### config.mk
export PLATFORM = sky130hd
export DESIGN_NAME = delay_line_manager
export DESIGN_NICKNAME = d
export VERILOG_FILES = /design/src/rtl/delay_line_manager.sv
export SDC_FILE = /design/constraint.sdc
export NUM_CORES = 1
export LEC_CHECK = 0
export CAP_MARGIN = 10
export CORE_MARGIN = 1.5
export CORE_UTILIZATION = 55
export DETAILED_ROUTE_END_ITERATION = 12
export PLACE_DENSITY_LB_ADDON = 0.05
export SKIP_LAST_GASP = 1
export SLEW_MARGIN = 5
export SYNTH_ARGS = -nofsm -noshare
export SYNTH_HDL_FRONTEND = slang
export SYNTH_SLANG_ARGS = --single-unit
### constraint.sdc
create_clock -name clk -period 12.05 [get_ports clk]
set_input_delay 1.8075 -clock clk [delete_from_list [all_inputs] [get_ports clk]]
set_output_delay 1.8075 -clock clk [all_outputs]
set_load 0.01 [all_outputs]
### src/rtl/delay_line_manager.sv
// Bit-serial manager for a recirculating delay line: bit timing, word framing, received-word port and
// one-shot replacement of outgoing words. Define DLM_MAJORITY_SAMPLE_EN for 3-point majority sampling.
`timescale 1ns / 1ps

module delay_line_manager #(
  parameter int unsigned DATA_WIDTH = 16,
  parameter int unsigned ADDR_WIDTH = 6,
  parameter int unsigned PW_WIDTH   = 8,
  parameter int unsigned PG_WIDTH   = 8,
  parameter int unsigned OVR_WIDTH  = 8
) (
  input  logic                  clk,
  input  logic                  n_reset,
  input  logic [ADDR_WIDTH-1:0] cfg_no_nums,
  input  logic [PW_WIDTH-1:0]   cfg_pulse_width,
  input  logic [PG_WIDTH-1:0]   cfg_pulse_gap,
  input  logic                  line_in,
  output logic                  line_out,
  input  logic                  wr_valid,
  output logic                  wr_ready,
  input  logic [ADDR_WIDTH-1:0] wr_addr,
  input  logic [DATA_WIDTH-1:0] wr_data,
  output logic                  rd_valid,
  input  logic                  rd_ready,
  output logic [ADDR_WIDTH-1:0] rd_addr,
  output logic [DATA_WIDTH-1:0] rd_data,
  output logic [OVR_WIDTH-1:0]  overrun_cnt
);

  // Two spare bits so W+G and 3*W never overflow the timer arithmetic.
  localparam int unsigned CtrW  = ((PW_WIDTH > PG_WIDTH) ? PW_WIDTH : PG_WIDTH) + 2;
  localparam int unsigned BitW  = $clog2(DATA_WIDTH);
  localparam int unsigned Depth = 2 ** ADDR_WIDTH;

  localparam logic [CtrW-1:0]       CtrOne  = CtrW'(1);
  localparam logic [BitW-1:0]       BitOne  = BitW'(1);
  localparam logic [BitW-1:0]       LastBit = BitW'(DATA_WIDTH - 1);
  localparam logic [ADDR_WIDTH-1:0] AddrOne = ADDR_WIDTH'(1);
  localparam logic [OVR_WIDTH-1:0]  OvrOne  = OVR_WIDTH'(1);

  logic [ADDR_WIDTH-1:0] cfg_n_q;
  logic [CtrW-1:0]       cfg_w_q, cfg_g_q;

  logic [CtrW-1:0]       ctr_q, ctr_d;
  logic [BitW-1:0]       bit_ctr_q, bit_ctr_d;
  logic [ADDR_WIDTH-1:0] word_addr_q, word_addr_d;
  logic [DATA_WIDTH-1:0] rx_q, rx_d;
  logic [DATA_WIDTH-1:0] tx_q, tx_d;
  logic                  mux_q, mux_d;
  logic [DATA_WIDTH-1:0] stage_data_q, stage_data_d;
  logic                  stage_pend_q, stage_pend_d;
  logic                  rd_valid_q, rd_valid_d;
  logic [ADDR_WIDTH-1:0] rd_addr_q, rd_addr_d;
  logic [DATA_WIDTH-1:0] rd_data_q, rd_data_d;
  logic [OVR_WIDTH-1:0]  ovr_q, ovr_d;
  logic [Depth-1:0]      pend_q, pend_d;
  logic                  run_q;
  logic [DATA_WIDTH-1:0] mem_q [Depth];

  logic [CtrW-1:0]       period_last, samp_pos;
  logic                  oclk, rise_tick, fall_tick, samp_tick;
  logic                  last_bit, word_end, lookup;
  logic [ADDR_WIDTH-1:0] next_addr;
  logic                  wr_fire;
  logic                  rx_shift, rx_bit;

  // Configuration follows the inputs only while held in reset.
  always_ff @(posedge clk) begin
    if (!n_reset) begin
      cfg_n_q <= cfg_no_nums;
      cfg_w_q <= CtrW'(cfg_pulse_width);
      cfg_g_q <= CtrW'(cfg_pulse_gap);
    end
  end

  assign period_last = cfg_w_q + cfg_g_q - CtrOne;
  assign samp_pos    = cfg_g_q + (cfg_w_q >> 1);
  assign oclk        = (ctr_q >= cfg_g_q);
  assign rise_tick   = (ctr_q == cfg_g_q - CtrOne);
  assign fall_tick   = (ctr_q == period_last);
  assign samp_tick   = (ctr_q == samp_pos);

  assign last_bit  = (bit_ctr_q == LastBit);
  assign word_end  = rise_tick & last_bit;
  assign lookup    = fall_tick & last_bit;
  assign next_addr = (word_addr_q == cfg_n_q - AddrOne) ? '0 : word_addr_q + AddrOne;

  assign wr_ready = run_q & ~lookup;
  assign wr_fire  = wr_valid & wr_ready;

`ifdef DLM_MAJORITY_SAMPLE_EN
  logic [CtrW-1:0] q1_pos, q3_pos;
  logic            q1_tick, q3_tick;
  logic            s0_q, s1_q;
  logic            m0, m1;

  assign q1_pos  = cfg_g_q + (cfg_w_q >> 2);
  assign q3_pos  = cfg_g_q + ((cfg_w_q + (cfg_w_q << 1)) >> 2);
  assign q1_tick = (ctr_q == q1_pos);
  assign q3_tick = (ctr_q == q3_pos);
  // Sample points may coincide for narrow pulses; take the live input in that case.
  assign m0       = q1_tick ? line_in : s0_q;
  assign m1       = samp_tick ? line_in : s1_q;
  assign rx_shift = q3_tick;
  assign rx_bit   = (m0 & m1) | (m0 & line_in) | (m1 & line_in);

  always_ff @(posedge clk) begin
    if (!n_reset) begin
      s0_q <= 1'b0;
      s1_q <= 1'b0;
    end else begin
      if (q1_tick) s0_q <= line_in;
      if (samp_tick) s1_q <= line_in;
    end
  end
`else
  assign rx_shift = samp_tick;
  assign rx_bit   = line_in;
`endif

  always_comb begin
    ctr_d        = fall_tick ? '0 : ctr_q + CtrOne;
    bit_ctr_d    = bit_ctr_q;
    word_addr_d  = word_addr_q;
    rx_d         = rx_q;
    tx_d         = tx_q;
    mux_d        = mux_q;
    stage_data_d = stage_data_q;
    stage_pend_d = stage_pend_q;
    rd_valid_d   = rd_valid_q;
    rd_addr_d    = rd_addr_q;
    rd_data_d    = rd_data_q;
    ovr_d        = ovr_q;
    pend_d       = pend_q;

    if (rise_tick) begin
      bit_ctr_d = last_bit ? '0 : bit_ctr_q + BitOne;
      tx_d      = {tx_q[DATA_WIDTH-2:0], 1'b0};
    end
    if (rx_shift) rx_d = {rx_q[DATA_WIDTH-2:0], rx_bit};

    if (rd_valid_q && rd_ready) rd_valid_d = 1'b0;
    if (word_end) begin
      word_addr_d = next_addr;
      tx_d        = stage_data_q;
      mux_d       = stage_pend_q;
      rd_valid_d  = 1'b1;
      rd_addr_d   = word_addr_q;
      rd_data_d   = rx_q;
      if (rd_valid_q && !rd_ready && (ovr_q != '1)) ovr_d = ovr_q + OvrOne;
    end

    // Lookup and write never share a cycle because wr_ready drops on lookup.
    if (lookup) begin
      stage_data_d      = mem_q[next_addr];
      stage_pend_d      = pend_q[next_addr];
      pend_d[next_addr] = 1'b0;
    end
    if (wr_fire) pend_d[wr_addr] = 1'b1;
  end

  always_ff @(posedge clk) begin
    if (!n_reset) begin
      ctr_q        <= '0;
      bit_ctr_q    <= '0;
      word_addr_q  <= '0;
      rx_q         <= '0;
      tx_q         <= '0;
      mux_q        <= 1'b0;
      stage_data_q <= '0;
      stage_pend_q <= 1'b0;
      rd_valid_q   <= 1'b0;
      rd_addr_q    <= '0;
      rd_data_q    <= '0;
      ovr_q        <= '0;
      pend_q       <= '0;
      run_q        <= 1'b0;
    end else begin
      ctr_q        <= ctr_d;
      bit_ctr_q    <= bit_ctr_d;
      word_addr_q  <= word_addr_d;
      rx_q         <= rx_d;
      tx_q         <= tx_d;
      mux_q        <= mux_d;
      stage_data_q <= stage_data_d;
      stage_pend_q <= stage_pend_d;
      rd_valid_q   <= rd_valid_d;
      rd_addr_q    <= rd_addr_d;
      rd_data_q    <= rd_data_d;
      ovr_q        <= ovr_d;
      pend_q       <= pend_d;
      run_q        <= 1'b1;
    end
  end

  always_ff @(posedge clk) begin
    if (wr_fire) mem_q[wr_addr] <= wr_data;
  end

  assign line_out    = (mux_q ? tx_q[DATA_WIDTH-1] : line_in) & oclk;
  assign rd_valid    = rd_valid_q;
  assign rd_addr     = rd_addr_q;
  assign rd_data     = rd_data_q;
  assign overrun_cnt = ovr_q;

endmodule
# Word level (Yosys, flattened, before mapping)
# Memory sizes are Yosys's and may differ from the RTL's. A register that Yosys moved wholly into a read port is not among the register bits.
# Index checks and enable logic that the tools add are counted.
# op_classes
n_eq_ne,6
bitwise_logic,10
addsub,9
order_cmp,5
n_reduce_logical,11
mux,18
# op_table
operator,count
64-bit two-way mux,2
64-bit bitwise AND,1
64-bit inverter,1
64-bit OR,1
16-bit two-way mux,2
10-bit equality test,2
6-bit by 7-bit < comparator with 1-bit output (second input constant),2
1-bit demux with 6-bit select,2
6-bit by 1-bit >= comparator with 1-bit output (second input constant),2
10-bit by 1-bit adder with 10-bit output (second input constant),1
10-bit by 9-bit equality test with 1-bit output,1
10-bit by 8-bit >= comparator with 1-bit output,1
9-bit by 1-bit subtractor with 10-bit output (second input constant),1
8-bit by 7-bit adder with 9-bit output,1
8-bit by 8-bit adder with 9-bit output,1
1-bit two-way mux,9
8-bit by 1-bit subtractor with 9-bit output (second input constant),1
8-bit by 1-bit adder with 8-bit output (second input constant),1
8-bit != test (second input constant),1
6-bit by 1-bit adder with 6-bit output (second input constant),1
1-bit binary-select mux with 6-bit select,1
6-bit equality test,1
6-bit two-way mux,1
6-bit by 1-bit subtractor with 6-bit output (second input constant),1
10 further kinds,21
# word_totals
mem_bits_rw,1024
memories,1
inputBits,49
output_inout_bits,33
register_bits,172
# mem_list
name,words,width,rd,rd_clocked_by_memory_dff,wr,line,source
mem_q,64,16,1,1,1,58,logic [DATA_WIDTH-1:0] mem_q [Depth];

# Depth between registers and ports, before layout
# logic_depth
ltp_word,12
mapped_depth,17

# Worst setup path before layout
# OpenSTA, ideal clock, no wires.
# synth_path
kind,reg-to-output
startpoint,register cfg_g_q[1]
endpoint,output port wr_ready
setup_slack_ns,6.545
n_path_buf,2
required_time_ns,10.242
stages_incl_launch_ff,15
t_arrival_ns,3.697
cell_sequence,edfxtp_1 > inv_1 > ha_1 > inv_1 > ha_1 > inv_1 > fa_1 > xnor2_1 > a2111oi_0 > nand2_1 > or4_1 > or4_1 > clkbuf_1 > clkbuf_1 > and2_1
# synth_via
elab_chain_len,6
# synth_lines
element,line,source
start: declaration,42,"logic [CtrW-1:0] cfg_w_q, cfg_g_q;"
start signal: assignment,72,cfg_g_q <= CtrW'(cfg_pulse_gap);
8-bit by 8-bit adder with 9-bit output,76,assign period_last = cfg_w_q + cfg_g_q - CtrOne;
9-bit by 1-bit subtractor with 10-bit output,76,
10-bit equality test,80,assign fall_tick = (ctr_q == period_last);
1-bit bitwise AND,85,assign lookup = fall_tick & last_bit;
1-bit inverter,88,assign wr_ready = run_q & ~lookup;
1-bit bitwise AND,88,
end: declaration,20,"output logic wr_ready,"
# No other way between the ends.

# Final worst setup path
# Same ends and word-level chain as after synthesis.

==> impl_summary.txt <==
----------------------------------------------------
[GRT]
  Via count of the first global-routing pass ... between 30000 and 40000
  Number of antenna violations at the first check in global routing ... 5
  Remaining global-route overflow ... 0
  Global-route wire length before repair ... 219000 µm
  Overall routing resource usage ... 33.7%
  Largest net degree at the start of global routing ... 110

[Drt]
  Via density ... 6.63
  Routed length per instance ... 31.9 µm
  Wire length on met2 ... between 70000 and 80000 µm
  Metal3 WL ... 16200 µm
  Number of remaining DRC errors ... 0
  Detailed-router iteration count before antenna repair ... 6
  Post-detailed-route count of antenna-violating nets ... 0
  Routed length on met1 ... 61100 µm
  Iteration-0 DRC Markers ... 4626
  Total Wirelength ... 153000 µm
  Top routing layer used ... met5
  Routed vias ... 31800

[Pwr]
  Psw ... 1.77 mW
  Pleak ... 17.9 nW
  Power per standard cell area ... 154 nW/µm²
  Share of total power consumed by net switching ... 20.9%
  Largest voltage drop on the vdd net ... 0.131 mV
  Power share of the sequential group ... 54.1%
  Gate power share ... 3.3%
  Proportion of power drawn by the clock network ... 42.6%
  Internal power component ... around 6.7 mW

[Clock network]
  H-tree depth ... 3
  Clock edge transition at the registers on the reported setup and hold paths ... about 0.060 ns
  Latest clock arrival within the worst-skew pair ... around 0.73 ns
  Number of buffers inserted for hold repair after clock tree synthesis ... 0
  Clock buffers created by TritonCTS ... 121
  Total clock sinks ... about 1200
  Post_cts resized ... 0
  Buffer levels on the longest clock path ... 3
  TritonCTS clock tree ... yes
  Number of setup buffers added after CTS ... 0
  Library cell used as clock root buffer ... sky130_fd_sc_hd__clkbuf_16

[STA]
  Normalized max-slew margin ... 13.6%
  Transition time at the pin with the least slew margin ... about 1.3 ns
  Number of failing setup endpoints in the final timing report ... 0
  Final-report max-slew violation count ... 0
  Final setup skew ... between 0.03 and 0.04 ns
  Final-report hold violation count ... 0
  RSZ-0062 raised after global routing ... false
  Total negative setup slack ... 0 ns
  Final critical delay including setup and external delays ... 6.91 ns
  Period utilisation layout ... a little under three fifths
  Hold WS ... 0.446 ns
  Max Clk Rate ... 145 MHz

[Logic synthesis]
  Post-Synthesis Cells ... 3463
  Synthesized netlist net count ... ~3600
  Avg Inst Size Synth ... 14.2 µm²
  Sequential area share after synthesis ... 70.8%
  Most used flip-flop cell after synthesis ... sky130_fd_sc_hd__edfxtp_1
  Synthesis Warnings ... 0
  Flops & latches, synth ... 1212
  Number of enable-type register cells in the synthesized netlist ... about 1000
  Count of cell types in the netlist ... 75
  Area of the mapped netlist ... between 40000 and 50000 µm²
  Post-synthesis async set-or-reset flop share ... 0%

[Worst setup path]
  Category of the worst setup path capture point ... output port
  Flop2flop setup slack ... 6.48 ns
  Critical Path Fanout Max ... between 40 and 50
  Class of the most critical setup path ... reg2out
  Sort of element at the start of the critical path ... register
  Arrival @ worst endpoint ... roughly 5 ns
  CP Data Required Time ... 10.24 ns

[Place]
  Total of buffers placed on input and output ports ... approximately 80
  HPWL after DPL ... 90700 µm
  GP Congestion ... around 0.97
  Cell total after placement ... 4563

[Layout]
  Layout cells sized above 1 ... a little under an eighth
  Post-route insts no fill ... 4798
  Area added between synthesis and finish ... 12.3%
  Nets ... around 3600

[Job]
  Max_cap viols ... 0

[Floorplanning]
  Area inside the core boundary ... 88400 µm²
  Floorplan row count ... 109
  Effective utilization at floorplan ... 55.5%
  Number of top-level pins ... ~80
  Width of the die ... 302 µm
  Die footprint ... between 90000 and 100000 µm²
  Die extent in y ... between 300 and 400 µm

[Run status]
  Result of the run ... completed

[Min path]
  Worst hold path type ... reg2reg

----------------------------------------------------
## critical path, stage by stage (launching register included)
cell and delay (ns):
sky130_fd_sc_hd__edfxtp_1 0.48, sky130_fd_sc_hd__inv_1 0.15, sky130_fd_sc_hd__ha_1 0.24, sky130_fd_sc_hd__inv_1 0.06
sky130_fd_sc_hd__ha_1 0.16, sky130_fd_sc_hd__inv_1 0.06, sky130_fd_sc_hd__fa_1 0.49, sky130_fd_sc_hd__xnor2_1 0.13
sky130_fd_sc_hd__a2111oi_0 0.39, sky130_fd_sc_hd__nand2_1 0.09, sky130_fd_sc_hd__or4_1 0.62, sky130_fd_sc_hd__or4_1 0.46
sky130_fd_sc_hd__buf_4 0.30, sky130_fd_sc_hd__and2_1 0.26, sky130_fd_sc_hd__clkdlybuf4s50_1 0.48
## routing by layer
layer,vias up,track usage (%)
met3,301,6.61
met2,1854,52.2
met5,-,0
li1,13600,-
met4,6,12.7
met1,16100,47.6
## metrics by stage
| stage | utilization, % | instance area, µm² | setup slack (ns) | power (mW) |
|---|---|---|---|---|
| finish | 62.3 | 55100 | 5.14 | 8.47 |
| CTS | 62.3 | 55100 | 5.05 | 8.49 |
| detailed placement | 58.0 | 51300 | 5.82 | 4.94 |
| floorplan | - | 49000 | 6.55 | 4.80 |
| global placement | 58.0 | 51300 | 5.77 | 4.94 |
| global route | 62.3 | 55100 | 4.90 | 8.67 |
## power groups by stage
stage	combinational [mW]	sequential [mW]	clock [mW]
after floorplan	0.130	4.67	0
final	0.276	4.58	3.61
after CTS	0.274	4.58	3.63
after detailed placement	0.272	4.67	0
after global routing	0.294	4.58	3.79
after global placement	0.267	4.67	0
## final cells by class
type                            instances  area (µm²)
Timing Repair Buffer                  174        1500
Inverter                               82         310
Clock inverter                         61         453
Tap cell                             1165        1460
Antenna cell                            6        15.0
Sequential cell                      1212       34700
Fill cell                            6560       33300
Multi-Input combinational cell       1931       13300
Clock buffer                          167        3320
## Yosys cell counts (44+ instances only)
cell type | n | area, µm²
sky130_fd_sc_hd__o21ai_0 | 104 | 521
sky130_fd_sc_hd__o31ai_1 | 48 | 360
sky130_fd_sc_hd__nor3_1 | 44 | 220
sky130_fd_sc_hd__mux2_2 | 79 | 890
sky130_fd_sc_hd__mux2i_1 | 218 | 2180
sky130_fd_sc_hd__nor2_1 | 133 | 499
sky130_fd_sc_hd__clkbuf_1 | 160 | 601
sky130_fd_sc_hd__edfxtp_1 | 1046 | 31400
sky130_fd_sc_hd__dfxtp_1 | 166 | 3320
sky130_fd_sc_hd__a222oi_1 | 49 | 490
sky130_fd_sc_hd__nand3_1 | 89 | 445
sky130_fd_sc_hd__nand2_1 | 332 | 1250
sky130_fd_sc_hd__o22ai_1 | 51 | 319
sky130_fd_sc_hd__inv_1 | 81 | 304
sky130_fd_sc_hd__a21oi_1 | 199 | 996
sky130_fd_sc_hd__a22oi_1 | 96 | 721
## worst paths after layout
check                       start  cells past startpoint              end
hold reg to reg   stage_data_q[0]                      2          tx_q[0]
hold / removal    stage_data_q[0]                      2          tx_q[0]
setup reg to reg   word_addr_q[0]                     11  stage_data_q[3]
setup / recovery       cfg_g_q[1]                     14         wr_ready
## cells in the final DEF, fill, tap and decap left out, types with 49 or more instances in the layout
cell type and n:
sky130_fd_sc_hd__mux2i_1 218, sky130_fd_sc_hd__a22oi_1 96, sky130_fd_sc_hd__edfxtp_1 1046, sky130_fd_sc_hd__nand3_1 89
sky130_fd_sc_hd__inv_1 81, sky130_fd_sc_hd__a21oi_1 196, sky130_fd_sc_hd__o22ai_1 51, sky130_fd_sc_hd__buf_4 86
sky130_fd_sc_hd__o21ai_0 104, sky130_fd_sc_hd__nand2_1 329, sky130_fd_sc_hd__mux2_2 79, sky130_fd_sc_hd__clkbuf_16 124
sky130_fd_sc_hd__dfxtp_1 165, sky130_fd_sc_hd__clkdlybuf4s50_1 64, sky130_fd_sc_hd__a222oi_1 49, sky130_fd_sc_hd__nor2_1 127
## registers in the layout, indices dropped and copies added (netlist names), 10 cells and up
register,cells
mem_q,1024
pend_q,64
rd_data,16
rx_q,16
stage_data_q,16
tx_q,16
ctr_q,10
## logic make-up (layout without fill, tap and decap cells)
family | after synthesis | in the layout | synth area share, %
muxes | 298 | 298 | 6.31
buffers and inverters | 320 | 484 | 2.57
AOI/OAI and AO/OA | 833 | 833 | 11.9
adders and majority gates | 38 | 38 | 1.00
DFF | 1212 | 1212 | 70.8
other | 0 | 6 | 0
and+or+nand+nor | 702 | 702 | 6.30
xor gates and xnor gates | 60 | 60 | 1.07
Power figures use the tool's default switching activity.
